===== config.mk =====
export PLATFORM = sky130hd
export DESIGN_NAME = fifo_rd_stream
export DESIGN_NICKNAME = d
export VERILOG_FILES = /design/src/rtl/fifo_rd_stream.sv
export SDC_FILE = /design/constraint.sdc
export NUM_CORES = 1
export LEC_CHECK = 0
export ABC_AREA = 1
export ABC_CLOCK_PERIOD_IN_PS = 2020
export BUFFER_PORTS_ARGS = -buffer_cell sky130_fd_sc_hd__buf_4
export CAP_MARGIN = 5
export CORE_ASPECT_RATIO = 1.75
export CORE_MARGIN = 2
export CORE_UTILIZATION = 24
export DETAILED_ROUTE_END_ITERATION = 8
export GPL_ROUTABILITY_DRIVEN = 0
export PLACE_DENSITY_LB_ADDON = 0.12
export SETUP_SLACK_MARGIN = 0.3
export SLEW_MARGIN = 20
export SYNTH_ARGS = -nofsm -noshare
export SYNTH_HDL_FRONTEND = slang
export SYNTH_SLANG_ARGS = --single-unit
export TNS_END_PERCENT = 1

===== constraint.sdc =====
create_clock -name rclk -period 2.02 [get_ports rclk]
set_input_delay 0.404 -clock rclk [delete_from_list [all_inputs] [get_ports rclk]]
set_output_delay 0.404 -clock rclk [all_outputs]
set_load 0.005 [all_outputs]

===== src/rtl/fifo_rd_stream.sv =====
// rtl/fifo_rd_stream.sv - drains a counted burst from a FIFO read port onto a ready/valid stream
module fifo_rd_stream #(
    parameter int DATA_WIDTH = 8,
    parameter int ADDR_WIDTH = 6,
    localparam int LW        = ADDR_WIDTH + 1
) (
    input  logic                  rclk,
    input  logic                  rrst_n,
    input  logic                  start,
    input  logic [LW-1:0]         burst_len,
    input  logic                  rempty,
    input  logic [DATA_WIDTH-1:0] rdata,
    output logic                  rinc,
    output logic                  m_valid,
    output logic [DATA_WIDTH-1:0] m_data,
    input  logic                  m_ready,
    output logic                  busy,
    output logic                  done,
    output logic [LW-1:0]         xfer_count
);

    typedef enum logic [1:0] {
        IDLE  = 2'd0,
        BURST = 2'd1,
        DRAIN = 2'd2
    } state_t;

    state_t                state_q, state_d;
    logic [LW-1:0]         remaining_q, remaining_d;
    logic [LW-1:0]         xfer_count_q, xfer_count_d;
    logic [LW-1:0]         len_q, len_d;
    logic                  m_valid_q, m_valid_d;
    logic [DATA_WIDTH-1:0] m_data_q, m_data_d;
    logic                  done_q, done_d;
    logic                  rinc_c;
    logic                  accept;

    // Pop only when a word is still owed and the output register is free or being emptied this cycle
    always_comb begin
        rinc_c = rrst_n && (state_q == BURST) && (remaining_q != '0) && !rempty
                 && (!m_valid_q || m_ready);
        accept = m_valid_q && m_ready;
    end

    // Next-state and datapath: output register load/clear, word counters, burst sequencing
    always_comb begin
        state_d      = state_q;
        remaining_d  = remaining_q;
        xfer_count_d = xfer_count_q;
        len_d        = len_q;
        m_valid_d    = m_valid_q;
        m_data_d     = m_data_q;
        done_d       = 1'b0;

        if (accept && (xfer_count_q < len_q)) begin
            xfer_count_d = xfer_count_q + LW'(1);
        end

        if (rinc_c) begin
            m_data_d    = rdata;
            m_valid_d   = 1'b1;
            remaining_d = remaining_q - LW'(1);
        end else if (accept) begin
            m_valid_d = 1'b0;
        end

        case (state_q)
            IDLE: begin
                if (start) begin
                    xfer_count_d = '0;
                    len_d        = burst_len;
                    if (burst_len != '0) begin
                        state_d     = BURST;
                        remaining_d = burst_len;
                    end else begin
                        done_d = 1'b1;
                    end
                end
            end
            BURST: begin
                // Last word popped: wait in DRAIN unless nothing is left in the output register
                if (remaining_d == '0) begin
                    if (m_valid_d) begin
                        state_d = DRAIN;
                    end else begin
                        state_d = IDLE;
                        done_d  = 1'b1;
                    end
                end
            end
            DRAIN: begin
                if (accept) begin
                    state_d = IDLE;
                    done_d  = 1'b1;
                end
            end
            default: state_d = IDLE;
        endcase
    end

    // State register with synchronous active-low reset; reset discards any held word
    always_ff @(posedge rclk) begin
        if (!rrst_n) begin
            state_q      <= IDLE;
            remaining_q  <= '0;
            xfer_count_q <= '0;
            len_q        <= '0;
            m_valid_q    <= 1'b0;
            m_data_q     <= '0;
            done_q       <= 1'b0;
        end else begin
            state_q      <= state_d;
            remaining_q  <= remaining_d;
            xfer_count_q <= xfer_count_d;
            len_q        <= len_d;
            m_valid_q    <= m_valid_d;
            m_data_q     <= m_data_d;
            done_q       <= done_d;
        end
    end

    assign rinc       = rinc_c;
    assign m_valid    = m_valid_q;
    assign m_data     = m_data_q;
    assign busy       = (state_q != IDLE);
    assign done       = done_q;
    assign xfer_count = xfer_count_q;

endmodule


== Yosys cells after proc, flatten, opt, wreduce, memory -nomap -nowiden ==
Index checks and enable logic that the tools add are counted.

* Flip-flop bits (word level): 33
* Bits in latches: 0
* RAM bits: 0
* Memory bits (read-only): 0
* Bits of input ports: 20
* Output and inout port bits: 19
* Word-level logic and storage cells: 53
* Memories: 0

* $add $sub $neg: 2
* Multipliers: 0
* Div/mod/pow operators: 0
* Order comparisons: 1
* Equal/unequal tests: 6
* Shift-type cells: 0
* Multiplexer cells: 21
* Bitwise operators: 0
* Reduce and logical (&&, ||, !) cells: 16

{| class="wikitable"
|+ Operators by type and width
! operator !! number
|-
| 7-bit two-way mux || 7
|-
| 7-bit nonzero test || 2
|-
| 2-bit two-way mux || 5
|-
| 7-bit by 1-bit adder with 7-bit output, second input constant || 1
|-
| 7-bit logical NOT || 1
|-
| 7-bit < comparator || 1
|-
| 1-bit two-way mux || 7
|-
| 7-bit by 1-bit subtractor with 7-bit output, second input constant || 1
|-
| 1-bit logical AND || 6
|-
| 2-bit inequality test, second input constant || 3
|-
| 2-bit one-hot mux with 3 select lines || 1
|-
| 4-bit AND reduction || 1
|-
| 1-bit one-hot mux with 3 select lines || 1
|-
| 2-bit by 1-bit equality test with 1-bit output, second input constant || 1
|-
| 2-bit equality test, second input constant || 1
|-
| 1-bit logical NOT || 2
|-
| 2-bit logical NOT || 1
|-
| 2-bit by 1-bit inequality test with 1-bit output, second input constant || 1
|-
| 2-bit AND reduction || 1
|-
| 2-bit nonzero test || 1
|-
| 1-bit logical OR || 1
|}

== Logic depth before layout (Yosys ltp) ==
* Depth after elaboration: 9
* Depth in mapped cells: 14
* Depth with buffers taken out: 14

== Worst setup path after synthesis ==
OpenSTA, ideal clock, no wires.

* Kind: register -> register
* From: reg xfer_count_q[2] (netlist: xfer_count[2])
* To: reg xfer_count_q[3] (netlist: xfer_count[3])
* Data arrival time: 1.521 ns
* Required time: 1.892 ns
* Setup slack: 0.371 ns
* Stages on the path, launching flop included: 9
* Clock period less this slack: 1.649 ns
* Cells stage by stage: dfxtp_1 -> ha_1 -> a21oi_1 -> o21ai_0 -> nand4_1 -> o2111ai_1 -> buf_2 -> o21ai_0 -> a21oi_1

* Longest elaborated chain between the ends: 5
* Elaborated cells on any way between the ends: 6

{| class="wikitable"
|+ RTL lines
! item !! line !! RTL
|-
| start, declared || 30 || <nowiki>logic [LW-1:0] xfer_count_q, xfer_count_d;</nowiki>
|-
| start signal, assigned || 114 || <nowiki>xfer_count_q <= xfer_count_d;</nowiki>
|-
| 7-bit < comparator || 55 || <nowiki>if (accept && (xfer_count_q < len_q)) begin</nowiki>
|-
| 1-bit logical AND || 55 ||
|-
| 7-bit two-way mux (*) || 55 ||
|-
| 7-bit two-way mux || 69 || <nowiki>if (start) begin</nowiki>
|-
| 7-bit two-way mux (*) || 67 || <nowiki>case (state_q)</nowiki>
|}

Mark *: on every way between the ends. The rest lies on a longest branch, timed or not.
A chain may end at the register's enable or synchronous reset.

== Worst setup path in the final report ==
* From: reg remaining_q[0]
* To: reg state_q[1]

* Longest elaborated chain between the ends: 8
* Elaborated cells on any way between the ends: 13

{| class="wikitable"
|+ RTL lines
! item !! line !! RTL
|-
| start, declared || 29 || <nowiki>logic [LW-1:0] remaining_q, remaining_d;</nowiki>
|-
| start signal, assigned || 113 || <nowiki>remaining_q <= remaining_d;</nowiki>
|-
| parallel branches: the longest is 8 deep, another holds 7-bit by 1-bit subtractor with 7-bit output || n/a ||
|-
| end signal, assigned || 112 || <nowiki>state_q <= state_d;</nowiki>
|-
| end, declared || 28 || <nowiki>state_t state_q, state_d;</nowiki>
|}

Several ways; the timed one is not identified. The select of a mux whose other input is x is not followed.

==> results.cfg <==
[pwr]
power_density_mw_per_mm2 = 797.7
leakage_nw = 1.191
ir_drop_mv = 0.3765

[die]
io-pin-count = 39
start_util_pct = 24.77
die_w_um = 69.32
rows = 41
core-area_mm2 = 0.007233
die_area_mm2 = 0.008200
die_h_um = 118.3

[critical_path]
path_buf_inv = 3
cp-end-kind = flip-flop
cp-startpoint = remaining_q[0]
slowest_stage = dfxtp_2
arrival_ns = 1.93
crit_family = simple AND/OR/NAND/NOR gates
start_kind = flip-flop
slowest_delay_ns = 0.32
rr_startpoint = remaining_q[0]
r2r_end = state_q[1]
critical_path_class = reg2reg
crit_path_end = state_q[1]
ff2ff_setup_slack_ns = 0.30
crit_chain = inv_2, ha_4, inv_2, nor2_4, nand3_4, nand2_4, nor2_4, buf_6, nand2_2, nand2_2, nor2_2, nand2_2, nor2_4, nand3_1, a21oi_2
cp_max_fo = 6
cp_data_required_time_ns = 2.23
rr_worst_depth = 15
cp.depth = 15

[timing]
fmax_mhz = 582.4
tightest_slew_ns = 0.5042
rsz0062_at_grt = true
fin_skew_ns = 0.004662
period_share_pct = 85.00
timing.final.crit_period_ns = 1.717
finalSetupViolations = 0
hold_violations = 0
setup_tns_ns = 0
finalMaxSlewViolations = 0
maxSlewHeadroom_pct = 66.31

[clock_network]
cts_inserted_buffers = 5
clkLatencyLatePin_ns = 0.28
cts_max_level = 2
clkSinkCount = 33
cts_tree = done
clockRootBuffer = clkbuf_16
hold_buffers = 0
clk_pin_slew_ns = 0.05
cts_buffer_depth = 2

[final_layout]
area_growth_pct = 39.04
drive_above_1_share_pct = 30.62
mostFrequentLayoutCells = nand2_1, buf_4, inv_1, dfxtp_1, nand3_1
finalInstanceArea_mm2 = 0.002491
diodes = 0
mostFrequentLayoutCell = nand2_1
fillCellCount = 800
area.sequential_um2 = 663.1
final_cells = 393
multiInputGateArea_mm2 = 0.001011
nets = 335

[drt]
via_per_inst = 4.443
first_iter_violations = 23
ant_nets = 0
wire_per_inst_um = 12.60
remaining_drc_errors = 0
vias = 1746
firstDrtPassIters = 4
wl_um = 4952

[placed_design]
dpl.hpwl_um = 3926
placed_cell_area_mm2 = 0.002187
port_buffers = 38
dp.cells = 375

[synthesis]
yosysWarnings = 0
synth_area_mm2 = 0.001792
ys_types = 26
ys_ff_latch = 33
syn_inst = 252
ys_seq_area_share_pct = 36.87
syn_avg_cell_area_um2 = 7.110
synth_nets = 281

[global_routing]
antenna_found_initial = 0
grt_pass1_vias = 1729
grt_max_degree = 17
overflow = 0
grt_pass1_wl_um = 8128
grtUsageTotal_pct = 12.64

[run_status]
status = complete, no violations

[min_path]
hp-class = in2reg

[run]
cap_violations = 0
## repair_timing
| item | CTS | global route |
|---|---|---|
| endpoints found under the setup margin | 4 | 11 |
| gates resized for setup | 12 | 12 |
| pin swaps | 4 | 10 |
| setup buffers | 6 | 4 |
## metal layers
metal	vias up	global-route usage, %	routed length [um]
met4	0	6.127	131
met1	785	10.72	1756
met2	32	25.72	2890
met5	-	0	0
li1	919	-	-
met3	10	3.410	173
## sequential cells by signal (all words and copies together), names as in the netlist
| register | count |
|---|---|
| done | 1 |
| len_q | 7 |
| m_data | 8 |
| m_valid | 1 |
| remaining_q | 7 |
| state_q | 2 |
| xfer_count | 7 |
## cell families after synthesis
| kind of cell | count (synthesis) | share of synthesized area, % |
|---|---|---|
| xor+xnor | 4 | 1.955 |
| flops | 33 | 36.87 |
| compound gates | 34 | 10.76 |
| buf+inv | 43 | 9.916 |
| fa+ha+maj | 9 | 6.285 |
| simple gates | 129 | 34.22 |
## power by group
part           switching (mW)  internal [mW]  leakage [nW]  total [mW]
registers              0.0293          0.691         0.269       0.720
logic                   0.271          0.196         0.842       0.467
clock network           0.278          0.522        0.0799       0.800
## Yosys cell counts, drive strengths merged
| master | instances | area (um2) |
|---|---|---|
| nand2 | 65 | 261.5 |
| inv | 36 | 135.1 |
| dfxtp | 33 | 660.6 |
| nor2 | 27 | 130.1 |
| nand3 | 25 | 150.1 |
| a21oi | 16 | 87.59 |
| o21ai | 12 | 60.06 |
| ha | 9 | 112.6 |
| nand4 | 8 | 50.05 |
| a211oi | 4 | 30.03 |
| buf | 4 | 31.27 |
| xor2 | 4 | 35.03 |
| clkbuf | 3 | 11.26 |
| nor3 | 3 | 15.01 |
| a31oi | 1 | 6.260 |
| o2111ai | 1 | 8.760 |
| or3 | 1 | 6.260 |
## worst reg2reg max path, delay by kind of cell (launching register included)
family	cells	cell delay (ns)
simple gates	10	0.86
flops	1	0.32
buf+inv	3	0.24
fa+ha+maj	1	0.13
compound gates	1	0.11
## how the worst min path moves through the flow
stage | from | endpoint | slack (ns) | cells after the start
after CTS | rdata[6] | m_data[6] | 0.38 | 3
after global placement | m_data[3] | m_data[3] | 0.45 | 2
after floorplan | len_q[0] | len_q[0] | 0.45 | 2
final | rdata[4] | m_data[4] | 0.38 | 3
after detailed placement | m_data[2] | m_data[2] | 0.46 | 2
after global routing | rdata[6] | m_data[6] | 0.37 | 3
## per-stage QoR
| stage | utilization (%) | setup WS, ns | hold slack (ns) | power [mW] |
|---|---|---|---|---|
| after global routing | 34.44 | 0.1375 | 0.3745 | 2.114 |
| final | 34.44 | 0.3031 | 0.3822 | 1.987 |
| after detailed placement | 30.24 | 0.1471 | 0.4558 | 1.126 |
| after CTS | 33.51 | 0.2375 | 0.3787 | 1.984 |
| after global placement | 30.24 | 0.1385 | 0.4538 | 1.125 |
| after floorplan | - | 0.3707 | 0.4516 | 0.9899 |
## final cells by class
class                           instances  share of cell area, %
Clock buffer                            7                  6.128
Clock inverter                          1                 0.2009
Inverter                               36                  5.424
Tap cell                               86                  4.319
Sequential cell                        33                  26.62
Multi-Input combinational cell        176                  40.58
Timing Repair Buffer                   54                  16.73
No activity file was read; power rests on OpenSTA's default activity.
